**config.mk**
```make
export PLATFORM = sky130hd
export DESIGN_NAME = sum_pipe
export DESIGN_NICKNAME = d
export VERILOG_FILES = /design/src/rtl/sum_pipe.sv
export SDC_FILE = /design/constraint.sdc
export NUM_CORES = 1
export LEC_CHECK = 0
export CAP_MARGIN = 20
export CELL_PAD_IN_SITES_DETAIL_PLACEMENT = 0
export CELL_PAD_IN_SITES_GLOBAL_PLACEMENT = 1
export CORE_ASPECT_RATIO = 0.75
export CORE_MARGIN = 2
export CORE_UTILIZATION = 44
export CTS_CLUSTER_DIAMETER = 50
export CTS_CLUSTER_SIZE = 25
export DETAILED_ROUTE_END_ITERATION = 12
export GPL_TIMING_DRIVEN = 0
export PLACE_DENSITY = 0.8
export SLEW_MARGIN = 20
export SYNTH_ARGS = -nofsm -noshare
export SYNTH_HDL_FRONTEND = slang
export SYNTH_HIERARCHICAL = 1
export SYNTH_SLANG_ARGS = --single-unit
```
**constraint.sdc**
```tcl
create_clock -name clk -period 3.8 [get_ports clk]
set_input_delay 0.76 -clock clk [delete_from_list [all_inputs] [get_ports clk]]
set_output_delay 0.76 -clock clk [all_outputs]
set_load 0.005 [all_outputs]
```
**src/rtl/sum_pipe.sv**
```systemverilog
// Pipelined adder/subtractor: the carry chain is cut into STAGES equal segments,
// one register slice per segment, with a valid/ready handshake and full backpressure.

module sum_pipe_stage #(
    parameter int WIDTH = 4,
    parameter int SEG   = 2,
    parameter int K     = 0
) (
    input  logic             clk,
    input  logic             rst,
    input  logic             en_i,
    input  logic             v_i,
    input  logic [WIDTH-1:0] a_i,
    input  logic [WIDTH-1:0] b_i,
    input  logic [WIDTH-1:0] s_i,
    input  logic             c_i,
    output logic             v_o,
    output logic [WIDTH-1:0] a_o,
    output logic [WIDTH-1:0] b_o,
    output logic [WIDTH-1:0] s_o,
    output logic             c_o
);
    logic [SEG:0]       seg_sum;
    logic [WIDTH-1:0]   s_d;
    logic               c_d;
    logic               v_q, c_q;
    logic [WIDTH-1:0]   a_q, b_q, s_q;

    // Only slice K is added here; lower slices are already final, upper ones ride along.
    always_comb begin
        seg_sum = {1'b0, a_i[K*SEG +: SEG]} + {1'b0, b_i[K*SEG +: SEG]} + {{SEG{1'b0}}, c_i};
        s_d = s_i;
        s_d[K*SEG +: SEG] = seg_sum[SEG-1:0];
        c_d = seg_sum[SEG];
    end

    always_ff @(posedge clk) begin
        if (rst) begin
            v_q <= 1'b0;
            a_q <= '0;
            b_q <= '0;
            s_q <= '0;
            c_q <= 1'b0;
        end else if (en_i) begin
            v_q <= v_i;
            a_q <= a_i;
            b_q <= b_i;
            s_q <= s_d;
            c_q <= c_d;
        end
    end

    assign v_o = v_q;
    assign a_o = a_q;
    assign b_o = b_q;
    assign s_o = s_q;
    assign c_o = c_q;
endmodule

module sum_pipe #(
    parameter int WIDTH  = 4,
    parameter int STAGES = 2
) (
    input  logic             clk,
    input  logic             rst,
    input  logic             in_valid,
    output logic             in_ready,
    input  logic [WIDTH-1:0] data_a,
    input  logic [WIDTH-1:0] data_b,
    input  logic             c_in,
    input  logic             op,
    output logic             out_valid,
    input  logic             out_ready,
    output logic [WIDTH-1:0] sum,
    output logic             c_out
);
    localparam int SEG = WIDTH / STAGES;

    logic [STAGES:0]            vld_pipe;
    logic [STAGES:0]            c_p;
    logic [STAGES:0][WIDTH-1:0] a_p, b_p, s_p;
    logic                       stall;
    logic                       unused_bits;

    // The whole pipe freezes as one when the head result is not taken.
    assign stall    = vld_pipe[STAGES] && !out_ready;
    assign in_ready = !stall;

    // Subtract is a + ~b + 1; c_in only matters for add.
    assign vld_pipe[0] = in_valid;
    assign a_p[0]      = data_a;
    assign b_p[0]      = op ? ~data_b : data_b;
    assign c_p[0]      = op | c_in;
    assign s_p[0]      = '0;

    for (genvar k = 0; k < STAGES; k++) begin : g_stage
        sum_pipe_stage #(.WIDTH(WIDTH), .SEG(SEG), .K(k)) u_stage (
            .clk  (clk),
            .rst  (rst),
            .en_i (!stall),
            .v_i  (vld_pipe[k]),
            .a_i  (a_p[k]),
            .b_i  (b_p[k]),
            .s_i  (s_p[k]),
            .c_i  (c_p[k]),
            .v_o  (vld_pipe[k+1]),
            .a_o  (a_p[k+1]),
            .b_o  (b_p[k+1]),
            .s_o  (s_p[k+1]),
            .c_o  (c_p[k+1])
        );
    end

    assign out_valid   = vld_pipe[STAGES];
    assign sum         = s_p[STAGES];
    assign c_out       = c_p[STAGES];
    assign unused_bits = ^{a_p[STAGES], b_p[STAGES]};
endmodule

```
==> Word-level counts from Yosys, hierarchy flattened <==
Cells that the tools add are included.
{ "word_totals": {"reg_bits": 18, "in_bits": 14, "out_inout_bits": 7, "wordCells": 18} }
{ "op_classes": {"add_sub_neg": 4, "muxes": 1, "bitwise_logic": 2, "reduce_logical": 3} }
{ "ops": {"columns": ["operator", "n"], "rows": [
  ["$add A2 B2 Y3", 2],
  ["$add A3 B1 Y3", 2],
  ["$mux W4", 1],
  ["$not A4 Y4", 1],
  ["$logic_not A1 Y1", 2],
  ["$logic_and A1 B1 Y1", 1],
  ["$or A1 B1 Y1", 1]
]} }

==> Longest topological paths before layout <==
Gate-level depths: netlist of the first run.
{ "depth": {"depth_word": 4, "mapped_depth": 6, "ltp_nobuf": 5} }

==> Hierarchy <==
Netlist of the first run, hierarchy kept.
{ "by_module_without_submodules": {"columns": ["mod", "instances", "cells_each", "area_per_inst_um2", "seq_area_each_um2"], "rows": [
  ["sum_pipe_stage", 2, 52, 575.6, 280.3],
  ["sum_pipe", 1, 8, 62.6, 0.0]
]} }

==> Worst setup path before layout of the first run <==
No wires, ideal clock.
{ "synth_timing": {"path_kind": "input port to flip-flop", "from": "input port op", "to": "register g_stage[0].u_stage.s_q[1]", "setup_time_ps": 79, "arrival_ps": 2147, "required_ps": 3721, "path_slack_ps": 1574, "stages": 6, "n_path_buf": 1, "path_cell_list": "buf_6 xor2_1 inv_1 fa_1 fa_1 a211oi_2"} }
{ "synth_lines": {"columns": ["element", "line", "text"], "rows": [
  ["start, declared", "71", "input logic op,"],
  ["end signal, assigned", "42", "s_q <= '0;"],
  ["end signal, assigned", "48", "s_q <= s_d;"],
  ["end, declared", "27", "logic [WIDTH-1:0] a_q, b_q, s_q;"]
]} }

==> Worst setup path after layout of the first run <==
{ "layout_timing": {"from": "input port out_ready", "to": "output port in_ready"} }
{ "layout_via": {"elab_chain_len": 3} }
{ "layout_lines": {"columns": ["element", "line", "text"], "rows": [
  ["start, declared", "73", "input logic out_ready,"],
  ["$logic_not A1 Y1", "86", "assign stall = vld_pipe[STAGES] && !out_ready;"],
  ["$logic_and A1 B1 Y1", "86", null],
  ["$logic_not A1 Y1", null, null],
  ["end, declared", "67", "output logic in_ready,"]
]} }
No other way between the ends.

==> results.yml, run 1 <==
sta:
  maxSlewViolCount: 0
  hold_viol_final: 0
  maxSlewHeadroom_pct: 72.62
  rsz0062_at_grt: "no"
  post-route-period-util_pct: 69.87
  fmax_ghz: 0.3766
  whs_ns: 0.4991
  setup_viol: 0
  skew_ns: 0.003213
  tightest_slew_ns: 0.4094
  fin_setup_tns_ns: 0
  fin_crit_ns: 2.655
critical_path:
  worstSetupStartpointType: "input port"
  cp-end-kind: "output pin"
  r2r-start: "g_stage[0].u_stage/a_o[2]"
  r2r_slack_ns: 2.23
  required_ns: 3.04
  rr_worst_depth: 4
  r2r-end: "g_stage[1].u_stage/s_o[3]"
  critical_path_class: "in -> out"
  crit_fanout: 3
  worst_ep_arrival_time_ns: 1.90
worst_hold_path:
  hp-class: "reg -> reg"
  hold_path_end: "g_stage[1].u_stage/s_o[0]"
  hold_depth: 2
  hp-start: "g_stage[1].u_stage/s_o[0]"
placement:
  gp_congestion: 0.6644
  place_area_um2: 953.4
  dp.cells: 109
  hpwlAfterDp_um: 935.1
  portBuffers: 19
grt:
  grt_use_total_pct: 14.52
  grt_first_pass_wirelength_um: 2028
  grt_pass1_vias: 487
  grt-ovfl-total: 0
  antenna_found_initial: 0
  grt_max_degree: 9
pwr:
  vdd_drop_max_v: 0.0002580
  totalPowerFinal_uw: 349.5
  leakagePower_nw: 0.4661
  p_per_area_nw_per_um2: 353.1
cts:
  cts_tree: "yes"
  root_buffer: "clkbuf_4"
  clockBufferDepth: 2
  cts_sinks: 14
  htree_levels: 1
  cts_resized: 0
  path_clk_slew_ns: 0.08
  clk_latency_ns: 0.27
  cts_hold_buf: 0
  tritoncts.num_buffers: 3
  post-cts-setup-buffer-count: 0
finish:
  stdcell_area_um2: 989.7
  area_growth_pct: 34.30
  fillers: 137
  nets: 111
  layout-drive-gt1-share_pct: 18.48
  antennaDiodeCount: 0
  layout.cells.non_filler: 113
detailed_routing:
  vias: 501
  final_antenna_net_count: 0
  avgViaCountPerCell: 4.434
  drc: 0
  dr.pass1.iters: 2
  wire_per_inst_um: 10.16
  wl_um: 1148
  drtIter0Drc: 6
flow_run:
  max_cap_violations: 0
floorplanning:
  coreArea_um2: 1531
  start_util_pct: 48.12
  io_pins: 21
  row_count: 12
  fp.dieW_um: 51.26
  die_y_um: 39.44
  dieArea_um2: 2022
logic_synthesis:
  synth_nets: 87
  synth.avg_cell_area_um2: 10.68
  yosys_warnings: 6
  syn_area_um2: 737.0
  syn_inst: 69
run_status:
  status: "finished clean"
## per-stage QoR
stage | setup slack (ns) | utilization [%]
detailed placement | 1.139 | 62.25
global placement | 1.140 | 62.25
global route | 1.072 | 64.62
CTS | 1.136 | 64.62
floorplan | 1.619 | -
finish | 1.145 | 64.62
## critical path: stages
cell             delay [ns]
clkdlybuf4s50_1        0.44
nand2b_1               0.17
clkdlybuf4s50_1        0.52
## worst max path at each step
stage | slack (ns) | depth (start not counted) | to | from
floorplan | 1.62 | 6 | g_stage[0].u_stage/s_o[1] | op
global placement | 1.14 | 3 | in_ready | out_ready
detailed placement | 1.14 | 3 | in_ready | out_ready
CTS | 1.14 | 3 | in_ready | out_ready
global route | 1.07 | 3 | in_ready | out_ready
finish | 1.14 | 3 | in_ready | out_ready
## power breakdown
group          total [mW]  switching (mW)  internal [mW]  leakage (nW)
Clock               0.105          0.0466         0.0582        0.0210
Combinational      0.0767          0.0289         0.0478         0.329
Sequential          0.168         0.00714          0.161         0.116
Total               0.350          0.0826          0.267         0.466
## state kept, by name, indices dropped and copies added, names as in the netlist
signal and count:
g_stage.u_stage/a_o 2, g_stage.u_stage/c_o 2, g_stage.u_stage/v_o 2, g_stage.u_stage/s_o 6, g_stage.u_stage/b_o 2
## layer usage
metal,global-route usage [%],up-vias,routed length (µm)
li1,-,260,-
met5,0,-,0
met2,24.68,9,534
met3,6.870,2,49
met4,3.947,0,8
met1,16.67,230,555
## area by class of cell
| class | count | area [µm²] | share of cell area, % |
|---|---|---|---|
| flip-flops and latches | 14 | 280.3 | 28.32 |
| clock buffers | 4 | 36.28 | 3.666 |
| inverters | 10 | 37.54 | 3.793 |
| repair buffers | 19 | 190.2 | 19.22 |
| plain buffers | 7 | 83.83 | 8.470 |
| multi-input cells | 38 | 335.3 | 33.88 |
| well taps | 21 | 26.28 | 2.655 |
## cells in the final DEF (no fill, tap or decap)
| cell type | n |
|---|---|
| a211oi_2 | 6 |
| buf_12 | 2 |
| buf_2 | 2 |
| buf_6 | 3 |
| clkbuf_4 | 3 |
| clkbuf_8 | 1 |
| clkdlybuf4s50_1 | 19 |
| dfxtp_1 | 14 |
| fa_1 | 4 |
| inv_1 | 10 |
| mux2i_1 | 8 |
| nand2b_1 | 1 |
| nor2_1 | 14 |
| or2_1 | 1 |
| xor2_1 | 4 |
(Power assumes the default switching activity.)
==> run 2: changes to the inputs <==
CORE_UTILIZATION = 41   (was 44)
PLACE_DENSITY = 0.75   (was 0.8)
clock period = 2.65 ns   (was 3.8 ns; I/O delays follow)
==> run 2 against run 1 <==
First-iteration DRC count down 83%. Critical path type unchanged. Clock-buffer cell count unchanged. Combinational power rose by 46%. Sequential power increased by 43%. Worst hold slack worse by 0.0029 ns.
==> results.yml, run 2 (synthesized netlist as in run 1, its figures left out) <==
run_status:
  status: "finished clean"
pwr:
  totalPowerFinal_uw: 503.0
  p_per_area_nw_per_um2: 507.6
  vdd_drop_max_v: 0.0003455
  leakagePower_nw: 0.4661
grt:
  grt_use_total_pct: 14.78
  grt-ovfl-total: 0
  grt_use_met1_pct: 19.03
  grtUsageMet3_pct: 7.664
  grt_pass1_vias: 444
  use_met2_pct: 22.81
  grt.busiest_layer: "met2"
  grt_first_pass_wirelength_um: 2090
  grt_max_degree: 9
  antenna_found_initial: 0
finish:
  fillers: 166
  layout-drive-gt1-share_pct: 18.48
  antennaDiodeCount: 0
  nets: 111
  largest_reg_flops: 6
  layout_common_cells: "clkdlybuf4s50_1, nor2_1, dfxtp_1, inv_1, mux2i_1"
  area_growth_pct: 34.47
  layout_commonest_cell: "clkdlybuf4s50_1"
sta:
  setup_viol: 0
  skew_ns: 0.003534
  post-route-period-util_pct: 83.53
  tightest_slew_ns: 0.4120
  rsz0062_at_grt: "no"
  fin_crit_ns: 2.213
  fmax_ghz: 0.4518
  hold_viol_final: 0
  maxSlewViolCount: 0
  maxSlewHeadroom_pct: 72.45
  fin_setup_tns_ns: 0
detailed_routing:
  wl_um: 1212
  final_antenna_net_count: 0
  drc: 0
  vias: 503
  wire_per_inst_um: 10.63
  dr.pass1.iters: 2
  avgViaCountPerCell: 4.412
  drtIter0Drc: 1
critical_path:
  critPathMaxStageDelay_ns: 0.52
  worstSetupStartpointType: "input port"
  crit_top_cell: "clkdlybuf4s50_1"
  slowest_stage: "clkdlybuf4s50_1"
  path_cells: "clkdlybuf4s50_1 > nand2b_1 > clkdlybuf4s50_1"
  rr_worst_depth: 4
  r2r-end: "g_stage[1].u_stage/s_o[3]"
  crit_fanout: 3
  worst_ep_arrival_time_ns: 1.68
  critical_path_class: "in -> out"
  r2r-start: "g_stage[0].u_stage/a_o[2]"
  r2r_slack_ns: 1.03
  critPathTopFamily: "buffers and inverters"
  required_ns: 2.12
  cp-end-kind: "output pin"
  timing.critical_path.buf_inv: 2
floorplanning:
  start_util_pct: 43.15
  row_count: 13
  io_pins: 21
  fp.dieW_um: 52.96
  die_y_um: 40.72
  dieArea_um2: 2156
  coreArea_um2: 1708
cts:
  root_buffer: "clkbuf_4"
  clockBufferDepth: 2
  cts_tree: "yes"
  tritoncts.num_buffers: 3
  htree_levels: 1
  cts_resized: 0
  clk_latency_ns: 0.28
  post-cts-setup-buffer-count: 0
  cts_sinks: 14
  path_clk_slew_ns: 0.08
  cts_hold_buf: 0
placement:
  gp_congestion: 0.6334
  portBuffers: 19
  hpwlAfterDp_um: 976.5
worst_hold_path:
  hp-start: "g_stage[0].u_stage/a_o[3]"
  hold_path_end: "g_stage[0].u_stage/a_o[3]"
  hp-class: "reg -> reg"
  hold_depth: 2
flow_run:
  max_cap_violations: 0
-- run 2: how the worst max path moves through the flow --
stage          cells past startpoint  slack [ns]                   endpoint      start
3_5_place_dp                       6        0.29  g_stage[0].u_stage/s_o[1]  data_b[0]
2_1_floorplan                      6        0.70  g_stage[0].u_stage/s_o[1]         op
4_1_cts                            3        0.42                   in_ready  out_ready
6_report                           3        0.44                   in_ready  out_ready
5_1_grt                            3        0.37                   in_ready  out_ready
3_3_place_gp                       6        0.29  g_stage[0].u_stage/s_o[1]  data_b[0]
-- run 2: tightest hold or removal path: stages (launching register included) --
cell and delay, ns:
dfxtp_1 0.33, mux2i_1 0.06, nor2_1 0.07
-- run 2: cell type report --
cell class / instances / area [µm²] / share of cell area, %
inverter: 10 / 37.54 / 3.788
buffer: 7 / 83.83 / 8.460
multi-input combinational: 38 / 335.3 / 33.84
tap: 22 / 27.53 / 2.778
clock buffer: 4 / 36.28 / 3.662
sequential: 14 / 280.3 / 28.28
timing repair buffer: 19 / 190.2 / 19.19
-- run 2: power breakdown --
group,switching [mW],internal (mW)
Combinational,0.0423,0.0693
Sequential,0.0104,0.231
Clock,0.0667,0.0835
Total,0.120,0.383
-- run 2: per-layer routing --
layer  wire, µm  vias up  part of all wire, %
li1           -      261                    -
met5          0        -                    0
met2        574       11                   47
met1        582      231                   48
met3         56        0                  4.6
met4          0        0                    0
-- run 2: stage by stage --
step	hold WS [ns]	setup slack, ns	instances	cell area [µm²]	utilization (%)
2_1_floorplan	0.4601	0.6985	69	737.0	-
3_3_place_gp	0.4753	0.2874	110	954.7	55.90
3_5_place_dp	0.4828	0.2899	110	954.7	55.90
4_1_cts	0.5030	0.4213	114	991.0	58.02
5_1_grt	0.5369	0.3687	114	991.0	58.02
6_report	0.4963	0.4365	114	991.0	58.02
==> run 3: changes to the inputs <==
CORE_UTILIZATION = 37   (was 41)
PLACE_DENSITY = 0.71   (was 0.75)
clock period = 2 ns   (was 2.65 ns; I/O delays follow)
==> run 3 against run 2 <==
Sequential share of layout area is 0.25 points higher. Clock-buffer cell count shrank 1. Via count is 2.4% lower. Critical path type is now in -> reg. Highest routed layer unchanged.
==> results.yml, run 3 (synthesized netlist as in run 1, its figures left out) <==
run_status:
  status: "finished clean"
detailed_routing:
  avgViaCountPerCell: 4.345
  dr.pass1.iters: 2
  vias: 491
  wire_per_inst_um: 10.26
  wl_um: 1159
  drtIter0Drc: 6
  final_antenna_net_count: 0
  drc: 0
cts:
  path_clk_slew_ns: 0.07
  clockBufferDepth: 2
  post-cts-setup-buffer-count: 0
  root_buffer: "clkbuf_4"
  cts_hold_buf: 0
  clk_latency_ns: 0.27
  cts_resized: 0
  cts_tree: "yes"
  cts_sinks: 14
  htree_levels: 1
  tritoncts.num_buffers: 3
critical_path:
  r2r-start: "g_stage[0].u_stage/a_o[2]"
  cp-end-kind: "register"
  required_ns: 2.20
  timing.critical_path.from: "data_b[0]"
  worstSetupStartpointType: "input port"
  crit_fanout: 1
  critical_path_class: "in -> reg"
  worst_ep_arrival_time_ns: 2.10
grt:
  grt_first_pass_wirelength_um: 2152
  grt_use_total_pct: 12.17
  grt_max_degree: 9
  grt-ovfl-total: 0
  grt_pass1_vias: 512
  antenna_found_initial: 0
pwr:
  leakagePower_nw: 0.4584
  p_per_area_nw_per_um2: 627.2
  vdd_drop_max_v: 0.0005045
flow_run:
  max_cap_violations: 0
sta:
  setup_viol: 0
  skew_ns: 0.001154
  fin_setup_tns_ns: 0
  fin_crit_ns: 1.902
  maxSlewViolCount: 0
  maxSlewHeadroom_pct: 71.71
  fmax_ghz: 0.5257
  post-route-period-util_pct: 95.11
  tightest_slew_ns: 0.4230
  hold_viol_final: 0
  rsz0062_at_grt: "no"
finish:
  layout-drive-gt1-share_pct: 19.78
  layout_commonest_cell: "clkdlybuf4s50_1"
  layout_common_cells: "clkdlybuf4s50_1, nor2_1, dfxtp_1, inv_1, mux2i_1"
  largest_reg_flops: 6
  stdcell_area_um2: 982.2
  fin_util_pct: 54.40
  nets: 111
  antennaDiodeCount: 0
  area_growth_pct: 33.28
  layout.cells.non_filler: 113
floorplanning:
  dieArea_um2: 2369
  row_count: 13
  fp.dieW_um: 55.54
  start_util_pct: 40.82
  io_pins: 21
  die_y_um: 42.65
  coreArea_um2: 1805
placement:
  portBuffers: 19
  hpwlAfterDp_um: 977.7
  gp_congestion: 0.6643
  dp.cells: 110
  place_area_um2: 954.7
worst_hold_path:
  hp-class: "reg -> reg"
  hp-start: "g_stage[0].u_stage/a_o[3]"
run 3: cell types whose count changed in the layout (fill, tap and decap cells not counted):
cell	delta
nand2b_1	-1
nand2b_2	+1
fa_2	+1
clkbuf_8	-1
fa_1	-1
run 3: metal layers:
| metal | routed length [µm] | up-vias | global-route usage [%] |
|---|---|---|---|
| met5 | 0 | - | 0 |
| met4 | 0 | 0 | 4.390 |
| met3 | 62 | 0 | 6.402 |
| met2 | 517 | 10 | 18.81 |
| met1 | 579 | 219 | 14.45 |
| li1 | - | 262 | - |
run 3: critical path, cell delays in order:
cell and delay (ns):
clkdlybuf4s50_1 0.47, xor2_1 0.14, inv_1 0.08, fa_2 0.36
fa_1 0.45, a211oi_2 0.21
run 3: power by group:
group / total (mW) / switching, mW / internal [mW] / leakage [nW]
registers: 0.319 / 0.0137 / 0.306 / 0.116
clock network: 0.150 / 0.0803 / 0.0698 / 0.0138
logic: 0.147 / 0.0549 / 0.0917 / 0.329
total: 0.616 / 0.149 / 0.467 / 0.458
run 3: layout make-up:
class,instances,area [µm²]
fill,162,823.3
multi-input combinational,38,340.3
sequential,14,280.3
timing repair buffer,19,190.2
buffer,7,83.83
inverter,10,37.54
tap,22,27.53
clock buffer,3,22.52
run 3: path summary, 6_finish.rpt:
kind                          endpoint  slack, ns  cells after the start
min          g_stage[0].u_stage/a_o[3]       0.50                      2
max reg2reg  g_stage[1].u_stage/s_o[3]       0.44                      4
min reg2reg  g_stage[0].u_stage/a_o[3]       0.50                      2
max          g_stage[0].u_stage/s_o[1]        0.1                      6
run 3: stage by stage:
| stage | hold slack, ns | worst slack, ns | power (mW) |
|---|---|---|---|
| final | 0.4950 | 0.09774 | 0.6161 |
| after floorplan | 0.4601 | 0.1785 | 0.4093 |
| after CTS | 0.4891 | 0.03616 | 0.6333 |
| after detailed placement | 0.4833 | -0.2650 | 0.4745 |
| after global placement | 0.4722 | -0.2575 | 0.4718 |
| after global routing | 0.5125 | 0.02321 | 0.6616 |
